`src/rtl/gpu_cdb_pkg.sv`:
```
// gpu_cdb_pkg: shared widths and the CDB result record carried by the writeback path
package gpu_cdb_pkg;
  localparam int NUM_LANES = 8;
  localparam int LANE_W = 32;
  localparam int WARP_W = 3;
  localparam int REG_W = 5;
  localparam int SCB_W = 2;
  localparam int INSTR_W = 32;
  localparam int DATA_W = NUM_LANES * LANE_W;
  typedef struct packed {
    logic regwrite;
    logic [NUM_LANES-1:0] mask;
    logic [INSTR_W-1:0] instr;
    logic [WARP_W-1:0] warp;
    logic [REG_W-1:0] dst;
    logic [DATA_W-1:0] data;
    logic [SCB_W-1:0] scbid;
  } cdb_entry_t;
endpackage

```
`src/rtl/cdb_mem_fifo.sv`:
```
// cdb_mem_fifo: in-order sync FIFO of MEM results; caller never pushes when full or pops when empty
module cdb_mem_fifo
  import gpu_cdb_pkg::*;
#(
  parameter int DEPTH = 4,
  localparam int AW = $clog2(DEPTH),
  localparam int CW = AW + 1
) (
  input  logic          clk,
  input  logic          rst,
  input  logic          push_i,
  input  cdb_entry_t    din_i,
  input  logic          pop_i,
  output cdb_entry_t    dout_o,
  output logic          full_o,
  output logic          empty_o,
  output logic [CW-1:0] count_o
);
  logic [AW-1:0] wr_q, rd_q;
  logic [CW-1:0] count_q;
  cdb_entry_t mem_q [DEPTH];
  always_ff @(posedge clk) begin
    if (!rst) begin
      wr_q <= '0;
      rd_q <= '0;
      count_q <= '0;
    end else begin
      if (push_i) wr_q <= wr_q + 1'b1;
      if (pop_i) rd_q <= rd_q + 1'b1;
      count_q <= count_q + CW'(push_i) - CW'(pop_i);
    end
  end
  always_ff @(posedge clk) begin
    if (push_i) mem_q[wr_q] <= din_i;
  end
  assign dout_o = mem_q[rd_q];
  assign full_o = count_q == CW'(DEPTH);
  assign empty_o = count_q == '0;
  assign count_o = count_q;
endmodule

```
`src/rtl/cdb_arbiter.sv`:
```
// cdb_arbiter: picks ALU (priority) or queued MEM result each cycle and broadcasts it on the CDB
module cdb_arbiter
  import gpu_cdb_pkg::*;
#(
  parameter int FIFO_DEPTH = 4,
  parameter int STARVE_MAX = 4
) (
  input  logic                 clk,
  input  logic                 rst,
  input  logic                 RegWrite_ALU_CDB,
  input  logic [NUM_LANES-1:0] ActiveMask_ALU_CDB,
  input  logic [INSTR_W-1:0]   Instr_ALU_CDB,
  input  logic [WARP_W-1:0]    WarpID_ALU_CDB,
  input  logic [REG_W-1:0]     Dst_ALU_CDB,
  input  logic [DATA_W-1:0]    Dst_Data_ALU_CDB,
  input  logic [SCB_W-1:0]     Clear_ScbID_ALU_CDB,
  input  logic                 Valid_MEM_CDB,
  output logic                 Ready_CDB_MEM,
  input  logic                 RegWrite_MEM_CDB,
  input  logic [NUM_LANES-1:0] ActiveMask_MEM_CDB,
  input  logic [INSTR_W-1:0]   Instr_MEM_CDB,
  input  logic [WARP_W-1:0]    WarpID_MEM_CDB,
  input  logic [REG_W-1:0]     Dst_MEM_CDB,
  input  logic [DATA_W-1:0]    Dst_Data_MEM_CDB,
  input  logic [SCB_W-1:0]     ScbID_MEM_CDB,
  output logic                 Valid_CDB,
  output logic                 RegWrite_CDB,
  output logic [NUM_LANES-1:0] ActiveMask_CDB,
  output logic [INSTR_W-1:0]   Instr_CDB,
  output logic [WARP_W-1:0]    WarpID_CDB,
  output logic [REG_W-1:0]     Dst_CDB,
  output logic [DATA_W-1:0]    Dst_Data_CDB,
  output logic [SCB_W-1:0]     Clear_ScbID_CDB,
  output logic                 Src_CDB,
  output logic                 Hold_CDB_Issue
);
  localparam int CW = $clog2(FIFO_DEPTH) + 1;
  localparam int SW = $clog2(STARVE_MAX + 1);
  localparam logic [CW-1:0] NEAR_FULL = CW'(FIFO_DEPTH - 1);
  localparam logic [SW-1:0] SMAX = SW'(STARVE_MAX);
  cdb_entry_t alu_e, mem_e, head, out_q, out_d;
  logic valid_q, valid_d, src_q, src_d, full, empty, push, pop;
  logic [SW-1:0] starve_q, starve_d;
  logic [CW-1:0] count;
  assign alu_e = '{regwrite: 1'b1, mask: ActiveMask_ALU_CDB, instr: Instr_ALU_CDB,
                   warp: WarpID_ALU_CDB, dst: Dst_ALU_CDB, data: Dst_Data_ALU_CDB,
                   scbid: Clear_ScbID_ALU_CDB};
  assign mem_e = '{regwrite: RegWrite_MEM_CDB, mask: ActiveMask_MEM_CDB, instr: Instr_MEM_CDB,
                   warp: WarpID_MEM_CDB, dst: Dst_MEM_CDB, data: Dst_Data_MEM_CDB,
                   scbid: ScbID_MEM_CDB};
  assign Ready_CDB_MEM = rst & ~full;
  assign push = Valid_MEM_CDB & Ready_CDB_MEM;
  assign pop = rst & ~RegWrite_ALU_CDB & ~empty;
  cdb_mem_fifo #(.DEPTH(FIFO_DEPTH)) u_fifo (
    .clk(clk), .rst(rst), .push_i(push), .din_i(mem_e), .pop_i(pop),
    .dout_o(head), .full_o(full), .empty_o(empty), .count_o(count)
  );
  // Idle cycles keep the old payload but must never signal a register write.
  always_comb begin
    out_d = RegWrite_ALU_CDB ? alu_e : empty ? out_q : head;
    out_d.regwrite = out_d.regwrite & (RegWrite_ALU_CDB | ~empty);
    valid_d = RegWrite_ALU_CDB | ~empty;
    src_d = RegWrite_ALU_CDB ? 1'b0 : empty ? src_q : 1'b1;
    starve_d = (empty | ~RegWrite_ALU_CDB) ? '0 : starve_q + SW'(starve_q != SMAX);
  end
  always_ff @(posedge clk) begin
    if (!rst) begin
      out_q <= '0;
      valid_q <= 1'b0;
      src_q <= 1'b0;
      starve_q <= '0;
    end else begin
      out_q <= out_d;
      valid_q <= valid_d;
      src_q <= src_d;
      starve_q <= starve_d;
    end
  end
  assign Valid_CDB = valid_q;
  assign RegWrite_CDB = valid_q & out_q.regwrite;
  assign ActiveMask_CDB = out_q.mask;
  assign Instr_CDB = out_q.instr;
  assign WarpID_CDB = out_q.warp;
  assign Dst_CDB = out_q.dst;
  assign Dst_Data_CDB = out_q.data;
  assign Clear_ScbID_CDB = out_q.scbid;
  assign Src_CDB = src_q;
  assign Hold_CDB_Issue = (starve_q >= SMAX) | (count >= NEAR_FULL);
endmodule

```
`config.mk`:
```
export PLATFORM = sky130hd
export DESIGN_NAME = cdb_arbiter
export DESIGN_NICKNAME = d
export VERILOG_FILES = /design/src/rtl/gpu_cdb_pkg.sv /design/src/rtl/cdb_mem_fifo.sv /design/src/rtl/cdb_arbiter.sv
export SDC_FILE = /design/constraint.sdc
export NUM_CORES = 1
export LEC_CHECK = 0
export CAP_MARGIN = 5
export CORE_MARGIN = 5
export CORE_UTILIZATION = 35
export DETAILED_ROUTE_END_ITERATION = 10
export PLACE_DENSITY_LB_ADDON = 0.1
export SETUP_SLACK_MARGIN = 0.1
export SYNTH_ARGS = -nofsm -noshare
export SYNTH_HDL_FRONTEND = slang
export SYNTH_SLANG_ARGS = --single-unit
```
`constraint.sdc`:
```
create_clock -name clk -period 10 [get_ports clk]
set_input_delay 2 -clock clk [delete_from_list [all_inputs] [get_ports clk]]
set_output_delay 2 -clock clk [all_outputs]
set_load 0.005 [all_outputs]
```
==> impl_results.md <==
- Fillers: 14725
- Net count after synthesis: 3671
- Syn avg cell area: 19.4 um^2
- Clk slew on worst S/H paths: 0.06 ns
- CP Max Fanout: 8
- Post-CTS setup buffer count: 0
- RD Place Congestion: 0.744
- FF-to-FF End: Dst_Data_CDB[63]$_SDFFE_PN0P_
- Relative slew slack: 31.2%
- Nets: 4293
- Cell taking the most area after synthesis: edfxtp_1
- Worst vdd ir: 0.149 mV
- Number of flops mapped to enable cells by yosys: 1228
- Initial Util: 35.2%
- Area growth syn-to-layout: 25.2%
- Post-route cell area: 73800 um^2
- Flop2flop setup slack: 6.33 ns
- First-pass GRT wire length: 230000 um
- Maximum clock rate: 0.187 GHz
- Final Hold Viols: 0
- DR vias/cell: 5.04
- CTS sink count: 1549
- DRT Wirelength: 163000 um
- WL/cell: 26.8 um
- CP required: 8.00 ns
- Worst setup EP type: primary output
- Pwr dens: 222 nW/um^2
- Actual slew at the worst max-slew pin: 1.03 ns
- # rows: 150
- Vias in the first global route: 32022
- Hold path depth: 1
- DR vias: 30598
- Distinct cells, synth: 31
- Initial antenna violation count: 86
- Placed Area: 68200 um^2
- Fin Hold WS: 0.454 ns
- Status: finished, final reports clean
- Post-cts repair resize count: 0
- CTS tree: done
- Worst setup SP type: input pin
- Clock Latency Late Sink: 0.77 ns
- Top_reg_cell synth: edfxtp_1
- Crit Path Class: in2out
- Final min period: 5.35 ns
- Yosys warning total: 0
- CTS buffer count: 170
- Ports: 928
- Core Area: 167000 um^2
- Die area: 177000 um^2
- Worst min-delay path category: reg2reg
- Share of cells above drive strength 1: 15.6%
- Initial drt markers: 2053
- Setup Skew: 0.0337 ns
- Flip-flop and latch count after synthesis: 1549
- Unrepaired setup endpoints after global routing: false
- GRT Total Usage: 17.8%
- GRT overflow: 0
- CTS root buf: clkbuf_16
- Drt drc: 0
- Finish-stage setup viols: 0
- Pin count of the biggest net entering global routing: 138
- IO Port Bufs: 927
- Seq/Total Area, Yosys: 73.4%
- DP Worst Slack: 4.66 ns
- Hold path startpoint: u_fifo.rd_q[1]$_SDFFE_PN0P_
- Setup ws final: 4.65 ns
- Max Slew Vio Count: 0
- Setup TNS Final: 0 ns
- Top-count cell post-synth: edfxtp_1
- Final period utilization: 53.5%
- Chip Height: 420 um
- Top post-synthesis cells by area: edfxtp_1, mux4_2, dfxtp_1, a221o_1, buf_4
- Drt pass-1 iters: 5
- Synth top cells by count: edfxtp_1, dfxtp_1, and3_1
- Mapped Area: 59000 um^2
- Post-DP HPWL: 103000 um
- Final core utilization: 44.1%
- Final ANT Viol Nets: 0
- Crit path DAT: 3.35 ns
- Worst Reg-to-Reg Cells: 5
- Die Wd: 420 um
- Synth Instances: 3044
- Hold buffers post-CTS: 0
- CTS max path bufs: 3
- Total of max-cap violations: 0
- Async S/R FF share, synth: 0%
- Cell leakage power: 24.9 nW
- H-tree Lvls: 4
- Top-area cell type share of the netlist area: 62.5%
[sequential cells by signal, indices dropped and copies added, names as in the netlist, 3 cells and up, named ones only]
| name | count |
|---|---|
| Dst_CDB | 5 |
| starve_q | 3 |
| u_fifo.count_o | 3 |
| Instr_CDB | 32 |
| Dst_Data_CDB | 256 |
| ActiveMask_CDB | 8 |
| WarpID_CDB | 3 |
| u_fifo.mem_q | 1228 |
[routing by layer]
metal  vias to the layer above  wire length (um)  global-route usage (%)
met1                     15715             64100                    21.7
met2                       937             83400                    30.2
met5                         -               166                       0
met3                       316              9660                    4.53
li1                      13606                 -                       -
met4                        24              5250                    7.37
[power breakdown]
group | switching (mW) | total (mW) | internal (mW)
combinational | 1.27 | 2.58 | 1.31
sequential | 0.205 | 7.65 | 7.44
clock | 2.53 | 6.18 | 3.65
total | 4.01 | 16.4 | 12.4
[layout by cell type (no fill, tap or decap), types with 2 or more instances in the layout]
cell,instances
dfxtp_1,319
and3_1,309
and2_1,5
clkinv_8,3
clkbuf_8,16
dfxtp_4,2
mux4_2,307
o21ai_0,2
clkinvlp_4,4
bufinv_16,11
diode_2,52
buf_12,17
ha_1,9
nor2_1,10
clkinv_1,28
clkbuf_16,177
xor2_1,2
buf_4,18
clkinv_2,25
clkdlybuf4s50_1,927
and3_4,4
inv_6,2
a221o_1,306
nand3_1,3
clkbuf_1,48
inv_1,8
nand2_1,2
edfxtp_1,1228
a21oi_1,4
[final cells by class]
type	count	area [um^2]	share of cell area (%)
Clock inverter	75	696	0.942
Tap cell	2204	2760	3.73
Clock buffer	242	4840	6.55
Inverter	8	30.0	0.0407
Antenna cell	52	130	0.176
Multi-Input combinational cell	975	12300	16.7
Timing Repair Buffer	962	9750	13.2
Sequential cell	1549	43300	58.7
[how the worst max path moves through the flow]
| stage | from | slack, ns | cells past startpoint | endpoint |
|---|---|---|---|---|
| final | rst | 4.65 | 3 | Ready_CDB_MEM |
| after global routing | rst | 4.62 | 3 | Ready_CDB_MEM |
| after CTS | rst | 4.66 | 3 | Ready_CDB_MEM |
| after detailed placement | rst | 4.66 | 3 | Ready_CDB_MEM |
| after global placement | rst | 4.68 | 3 | Ready_CDB_MEM |
| after floorplan | rst | 3.49 | 3 | u_fifo.mem_q[0][0]$_DFFE_PP_ |
[logic make-up after synthesis]
| family | synth area share, % |
|---|---|
| AO/OA/AOI/OAI | 5.30 |
| XOR/XNOR | 0.0297 |
| adder cells (fa/ha/maj) | 0.225 |
| buffers and inverters | 5.71 |
| flip-flops | 73.4 |
| multiplexers | 11.7 |
| AND/OR/NAND/NOR | 3.56 |
[stage by stage]
| step | instances | power (mW) |
|---|---|---|
| 6_report | 6067 | 16.4 |
| 5_1_grt | 6049 | 17.1 |
| 4_1_cts | 6015 | 16.7 |
| 3_5_place_dp | 5698 | 10.4 |
| 3_3_place_gp | 5698 | 10.4 |
| 2_1_floorplan | 3044 | 9.37 |
[worst max-delay path, stage by stage]
cell and delay [ns]:
clkdlybuf4s50_1 0.66, and2_1 0.19, clkdlybuf4s50_1 0.50
Power figures use the tool's default switching activity.
